### src/rtl/bb_expr_pipe.sv
// Two-stage streaming evaluator for y=(~a&b)|(a&~b), z=a^b, w=b&~a with a built-in
// equivalence monitor over the redundant expression pairs (t1,t5) and (t3,t4).
module bb_expr_pipe #(
    parameter int WIDTH = 8,
    parameter int CNT_W = 16
) (
    input  logic             clk,
    input  logic             reset,
    input  logic             in_valid,
    output logic             in_ready,
    input  logic [WIDTH-1:0] in_a,
    input  logic [WIDTH-1:0] in_b,
    input  logic             chk_inject,
    output logic             out_valid,
    input  logic             out_ready,
    output logic [WIDTH-1:0] out_y,
    output logic [WIDTH-1:0] out_z,
    output logic [WIDTH-1:0] out_w,
    output logic [CNT_W-1:0] mismatch_cnt,
    output logic             mismatch_stk,
    output logic [CNT_W-1:0] xfer_cnt
);

    // Handshake: a transfer happens on a rising edge where valid && ready are both high.
    // A producer holding valid keeps its payload stable until the transfer; ready may
    // depend combinationally on the downstream ready, valid never depends on ready.
    logic             s1_valid;
    logic [WIDTH-1:0] s1_a, s1_b, s1_na, s1_nb;
    logic             s2_adv, in_acc, out_xfer;
    logic [WIDTH-1:0] t1, t2, t3, t4, t5, t3_inj;
    logic             mismatch;

    assign s2_adv   = s1_valid && (!out_valid || out_ready);
    assign in_ready = !s1_valid || s2_adv;
    assign in_acc   = in_valid && in_ready;
    assign out_xfer = out_valid && out_ready;

    // na is produced once in stage 1 and shared by t1 and t5, so the monitor sees
    // two independent AND terms built from the same inverted operand.
    always_comb begin
        t1       = s1_na & s1_b;
        t2       = s1_a & s1_nb;
        t3       = t1 | t2;
        t4       = s1_a ^ s1_b;
        t5       = s1_b & s1_na;
        t3_inj   = t3 ^ {{(WIDTH-1){1'b0}}, chk_inject};
        mismatch = (t1 != t5) || (t3_inj != t4);
    end

    always_ff @(posedge clk) begin
        if (reset) begin
            s1_valid     <= 1'b0;
            s1_a         <= '0;
            s1_b         <= '0;
            s1_na        <= '0;
            s1_nb        <= '0;
            out_valid    <= 1'b0;
            out_y        <= '0;
            out_z        <= '0;
            out_w        <= '0;
            mismatch_cnt <= '0;
            mismatch_stk <= 1'b0;
            xfer_cnt     <= '0;
        end else begin
            if (in_acc) begin
                s1_valid <= 1'b1;
                s1_a     <= in_a;
                s1_b     <= in_b;
                s1_na    <= ~in_a;
                s1_nb    <= ~in_b;
            end else if (s2_adv) begin
                s1_valid <= 1'b0;
            end

            if (s2_adv) begin
                out_valid <= 1'b1;
                out_y     <= t3_inj;
                out_z     <= t4;
                out_w     <= t5;
            end else if (out_xfer) begin
                out_valid <= 1'b0;
            end

            if (s2_adv && mismatch) begin
                mismatch_stk <= 1'b1;
                if (mismatch_cnt != {CNT_W{1'b1}})
                    mismatch_cnt <= mismatch_cnt + 1'b1;
            end

            if (out_xfer && (xfer_cnt != {CNT_W{1'b1}}))
                xfer_cnt <= xfer_cnt + 1'b1;
        end
    end

endmodule
### config.mk
export PLATFORM = sky130hd
export DESIGN_NAME = bb_expr_pipe
export DESIGN_NICKNAME = d
export VERILOG_FILES = /design/src/rtl/bb_expr_pipe.sv
export SDC_FILE = /design/constraint.sdc
export NUM_CORES = 1
export LEC_CHECK = 0
export ABC_AREA = 0
export CAP_MARGIN = 20
export CELL_PAD_IN_SITES_DETAIL_PLACEMENT = 1
export CELL_PAD_IN_SITES_GLOBAL_PLACEMENT = 1
export CORE_UTILIZATION = 38
export DETAILED_ROUTE_END_ITERATION = 7
export GPL_TIMING_DRIVEN = 0
export PLACE_DENSITY_LB_ADDON = 0.1
export SETUP_SLACK_MARGIN = 0.02
export SKIP_CTS_REPAIR_TIMING = 1
export SYNTH_ARGS = -nofsm -noshare
export SYNTH_HDL_FRONTEND = slang
export SYNTH_SLANG_ARGS = --single-unit
### constraint.sdc
create_clock -name clk -period 2.6 [get_ports clk]
set_input_delay 0.52 -clock clk [delete_from_list [all_inputs] [get_ports clk]]
set_output_delay 0.52 -clock clk [all_outputs]
set_load 0.01 [all_outputs]
Yosys cells after proc, flatten, opt, wreduce, memory -nomap -nowiden
Index checks and enable logic that the tools add are counted.

Bits in registers: 91. Latch bits: 0. Bits in writable memories: 0. Bits in read-only memories: 0. Input port bits: 21. Output and inout port bits: 59. Memories kept: 0.

Add/sub/neg operators: 2. Multipliers: 0. Div/mod/pow operators: 0. Order comparisons: 0. Equal/unequal tests: 3. Shift operators: 0. Multiplexer cells: 4. Bitwise logic cells: 7. Reductions and logical operators: 12.

Operators by type and width (count): 16-bit by 1-bit adder with 16-bit output (second input constant) (2); 16-bit != test (second input constant) (2); 8-bit bitwise AND (2); 8-bit NOT (2); 8-bit != test (1); 8-bit bitwise OR (1); 8-bit by 1-bit XOR with 8-bit output (1); 8-bit XOR (1); 1-bit logical AND (5); 1-bit two-way mux (4); 2-bit nonzero test (2); 1-bit zero test (2); 1-bit logical OR (2); 2-bit AND reduction (1).

Longest topological paths before layout
Depth after elaboration: 6. Depth in mapped cells: 7. Gate-level depth less buffers: 7.

Least setup slack after synthesis
No wires, ideal clock.

Path kind: input-to-reg. Start point: input port chk_inject. End point: register mismatch_cnt[7]. Arrival time: 1.800 ns. Required time: 2.479 ns. Path slack: 0.679 ns. Stages on the path: 5. Buffers on the path: 0. Cell sequence: xnor3_1 -> o2111ai_2 -> o21ai_2 -> nor4b_1 -> mux2_2.

Longest elaborated chain between the ends: 4.

Ends and longest elaborated chain: start, declared (line 13) `input logic chk_inject,`; 8-bit by 1-bit XOR with 8-bit output (line 46) `t3_inj = t3 ^ {{(WIDTH-1){1'b0}}, chk_inject};`; 8-bit != test (line 47) `mismatch = (t1 != t5) || (t3_inj != t4);`; 1-bit logical AND (line 84) `if (s2_adv && mismatch) begin`; 2-bit AND reduction (no line); end signal, assigned (line 87) `mismatch_cnt <= mismatch_cnt + 1'b1;`; end, declared (line 19) `output logic [CNT_W-1:0] mismatch_cnt,`.

Every way passes these cells. A chain may end at the register's enable or synchronous reset.

Worst setup path after layout
Start point: input port out_ready. End point: output port in_ready.

Longest elaborated chain between the ends: 3.

Ends and longest elaborated chain: start, declared (line 15) `input logic out_ready,`; 1-bit logical OR (line 33) `assign s2_adv = s1_valid && (!out_valid || out_ready);`; 1-bit logical AND (line 33); 1-bit logical OR (line 34) `assign in_ready = !s1_valid || s2_adv;`; end, declared (line 10) `output logic in_ready,`.

Every way passes these cells.

==> results.md <==
| Step | Metric | This run |
| --- | --- | --- |
| run status | Run status | complete, no violations |
| placement | Weighted congestion reported at the end of routability-driven placement | 0.817 |
| sta | Worst hold slack | 463 ps |
| routing | Final antenna-violating net count | 0 |
| logic synthesis | Sequential element share of the synthesized area | 0.462 |
| cts | Number of H-tree levels | 3 |
| worst setup path | CP Max Fanout | 3 |
| floorplanning | Total number of placement rows | 36 |
| cts | CTS sink count | 91 |
| worst setup path | Cell with the largest stage delay on the worst path | clkdlybuf4s50_1 |
| sta | Setup TNS | 0 ps |
| worst setup path | Worst path cell trace | clkdlybuf4s50_1 -> nor2b_1 -> nand2_1 -> clkdlybuf4s50_1 |
| worst setup path | Worst endpoint data arrival time | 1840 ps |
| pwr | Highest ir drop seen on vdd | 0.255 mV |
| worst setup path | Dominant cell type by count on the critical path | clkdlybuf4s50_1 |
| floorplanning | Top-level port count | 80 |
| worst setup path | CP max stage delay | 510 ps |
| sta | Final setup vio count | 0 |
| sta | Worst max-slew margin expressed relative to the limit | 0.556 |
| sta | Final Hold Viols | 0 |
| pwr | Overall power consumption | 2.70 mW |
| routing | Routed wire length per instance | 16.7 µm |
| worst setup path | Critical Path Source Type | input port |
| floorplanning | Full die area | 10,800 µm² |
| placement | Number of placed instances with taps included | 680 |
| routing | Detailed router's first-iteration violation count | 140 |
| sta | Max Transition Viols Final | 0 |
| routing | Detailed-route vias per instance | 5.32 |
| worst hold path | Min-Delay Path Class | flop to flop |
| flow run | Number of violations of the max-capacitance limit | 0 |
| cells and area | Cell Count, Final, Fillers Out | 696 |
| sta | Least-Margin Pin Slew | 666 ps |
| routing | DRC violation count after routing | 0 |
| logic synthesis | Number of distinct standard cells referenced by the synthesized netlist | 44 |
| logic synthesis | Post-Syn Area | 3950 µm² |
| cts | Worst-case clock buffer depth | 2 |
| worst setup path | Required @ worst endpoint | 2080 ps |
| pwr | Pwr Density | 534 nW/µm² |
| pwr | Leakage dissipation | 1.72 nW |
| cts | Num CTS Buffers | 9 |
| placement | Final HPWL DP | 8450 µm |
| cts | Clock-pin slew reported for the worst setup and hold paths after clock tree synthesis | 90 ps |
| global route | GRT Resource Usage Total | 0.223 |
| floorplanning | Die Width | 104 µm |
| global route | Number of global-route vias before repair | 3,680 |
| cells and area | Diode insertion count for antenna repair | 0 |
| global route | Maximum number of pins on one net before global-route repair | 16 |
| worst setup path | Class of the most critical setup path | input port to output port |
| routing | Iteration count of the initial detailed-routing pass | 4 |
| sta | Peak clock frequency supported by timing | 424 MHz |
| cells and area | Number of nets in the final layout | 581 |
| worst setup path | Top Family by Delay on Critical Path | buffers and inverters |
| sta | Final worst-path cycle share | 0.908 |
| cts | Clock tree from TritonCTS | built |
| logic synthesis | Flip-flop and latch count after synthesis | 91 |
| logic synthesis | Synthesized netlist net count | 492 |
| floorplanning | Initial Utilization | 0.398 |
| global route | Number of antenna violations at the first check in global routing | 0 |
| logic synthesis | Synthesized area divided by synthesized cell count | 8.41 µm² |
| floorplanning | Die Height | 104 µm |
| global route | Remaining Overflow, GRT | 0 |
| global route | First-pass GRT wire length | 19,100 µm |
| floorplanning | Core Box Area | 9910 µm² |
| worst setup path | Buf/Inv on CP | 2 |
| sta | Minimum period implied by the final worst setup slack | 2360 ps |
| logic synthesis | Gate Count Post-Synth | 469 |
| cells and area | Fraction of final layout cells sized beyond drive strength 1 | 0.0515 |
| placement | Input/output buffers | 78 |
| cts | Latest clock arrival within the worst-skew pair | 360 ps |
| routing | Via count | 3,701 |
| cells and area | Count of fill cells added during filler insertion | 1,231 |
| worst setup path | Crit end category | output port |
| sta | RSZ-0062 raised after global routing | false |
| cts | Root cell of the clock tree | clkbuf_8 |
| routing | Final wirelength | 11,600 µm |
| sta | Worst clock skew | 18.1 ps |
| logic synthesis | Number of warnings issued by yosys | 0 |
| cells and area | Area growth, synth to finish | 28.3% |
-- path summary, 6_finish.rpt --
path | start | cells after the start | endpoint | slack, ps
worst max-delay path | out_ready | 4 | in_ready | 240
worst min-delay path | mismatch_stk | 2 | mismatch_stk | 460
worst max register to register | mismatch_cnt[0] | 7 | mismatch_cnt[10] | 430
worst min register to register | mismatch_stk | 2 | mismatch_stk | 460
-- where the power goes --
group          leakage (nW)  internal (mW)  switching [mW]
clock                0.0904          0.350           0.515
sequential            0.744           1.45          0.0603
combinational         0.890          0.147           0.183
-- cells in the final DEF, fill, tap and decap left out, types with 2 or more instances in the layout --
cell             Yosys  layout
nand4_1              8       8
and3_1               2       2
nor2b_1             17      17
o211ai_1             7       7
xor2_1               6       6
nor4_1               3       3
clkbuf_8             0       9
clkdlybuf4s50_1      0      78
clkbuf_1            15      16
nand2_1             62      62
a21oi_1             37      37
or2_2                2       2
mux2_2               4       4
a221oi_1             7       7
xnor2_1             17      17
inv_1                5       5
nand4bb_1            7       7
nor2_1              66      66
a211oi_1             9       9
and2_1               2       2
mux2_1               5       5
nand3_1             21      21
buf_1                5       5
nor3_1              17      17
nand2b_1             7       7
o21ai_0             23      23
or3_1                5       5
clkinv_2             0       3
dfxtp_1             91      91
clkinv_4             0       2
ha_1                 2       2
-- worst register-to-register path, delay by kind of cell, from the launching register on --
kind / cells / cell delay [ps]
DFF: 1 / 450
and+or+nand+nor: 4 / 710
buffers and inverters: 1 / 350
adders and majority gates: 1 / 250
muxes: 1 / 320
-- metal layers --
layer	routed length, µm	vias up	GRT usage	part of all wire
li1	-	1805	-	-
met1	5490	1801	0.302	0.47
met2	5520	82	0.371	0.48
met3	424	13	0.0276	0.037
met4	165	0	0.0684	0.014
met5	0	-	0	0
-- registers in the layout (all words and copies together) (netlist names) --
signal and cells:
xfer_cnt 16, s1_b 8, out_w 8, mismatch_cnt 16
s1_a 8, mismatch_stk 1, s1_nb 8, out_valid 1
out_y 8, s1_valid 1, s1_na 8, out_z 8
-- synthesized netlist by cell type --
| library cell | instances | area share |
|---|---|---|
| nor3_1 | 17 | 0.022 |
| or4_1 | 1 | 0.0019 |
| nor2_1 | 66 | 0.063 |
| o21ai_2 | 1 | 0.0022 |
| buf_1 | 5 | 0.0048 |
| dfxtp_1 | 91 | 0.46 |
| mux2_2 | 4 | 0.011 |
| xnor3_1 | 1 | 0.0057 |
| buf_2 | 1 | 0.0013 |
| nand2b_1 | 7 | 0.011 |
| a221oi_1 | 7 | 0.016 |
| nand2_1 | 62 | 0.059 |
| o21ai_0 | 23 | 0.029 |
| and2_0 | 1 | 0.0016 |
| and2_1 | 2 | 0.0032 |
| xor2_1 | 6 | 0.013 |
| or2_2 | 2 | 0.0032 |
| or3_1 | 5 | 0.0079 |
| o21ba_2 | 1 | 0.0025 |
| buf_6 | 1 | 0.0029 |
| a2111oi_2 | 1 | 0.0038 |
| nor2_4 | 1 | 0.0029 |
| nand3_1 | 21 | 0.027 |
| nor4_1 | 3 | 0.0048 |
| o31a_1 | 1 | 0.0022 |
| o31ai_1 | 1 | 0.0019 |
| mux2_1 | 5 | 0.014 |
| o211ai_1 | 7 | 0.013 |
| nor2b_1 | 17 | 0.027 |
| a21o_1 | 1 | 0.0019 |
| a211oi_1 | 9 | 0.017 |
| clkbuf_1 | 15 | 0.014 |
| and3_1 | 2 | 0.0032 |
| xnor2_1 | 17 | 0.038 |
| nand4_1 | 8 | 0.013 |
| or3b_1 | 1 | 0.0022 |
| o2111ai_2 | 1 | 0.0038 |
| ha_1 | 2 | 0.0063 |
| nand3b_1 | 1 | 0.0019 |
| a22oi_4 | 1 | 0.0054 |
| nor4b_1 | 1 | 0.0022 |
| nand4bb_1 | 7 | 0.020 |
| a21oi_1 | 37 | 0.047 |
| inv_1 | 5 | 0.0048 |
-- layout make-up --
type / count / area (µm²) / share of cell area
Buffer: 22 / 91.3 / 0.0180
Clock buffer: 10 / 128 / 0.0252
Clock inverter: 6 / 41.3 / 0.00816
Inverter: 5 / 18.8 / 0.00371
Multi-Input combinational cell: 351 / 2010 / 0.398
Sequential cell: 91 / 1820 / 0.360
Tap cell: 133 / 166 / 0.0329
Timing Repair Buffer: 78 / 781 / 0.154
-- cells by family (layout without fill, tap and decap cells) --
logic type      count (synthesis)  after routing  share of synthesized area
compound gates                 91             91                      0.146
xor+xnor                       24             24                     0.0568
fa+ha+maj                       2              2                    0.00634
buf+inv                        27            121                     0.0279
flops                          91             91                      0.462
mux                             9              9                     0.0257
simple gates                  225            225                      0.276
-- stage by stage --
stage / util / area, µm² / worst slack, ps
floorplan: - / 3950 / 679
global placement: 0.494 / 4890 / -29.2
detailed placement: 0.494 / 4890 / -38.0
CTS: 0.511 / 5060 / 235
global route: 0.511 / 5060 / 148
finish: 0.511 / 5060 / 240
No activity file was read; power rests on OpenSTA's default activity.
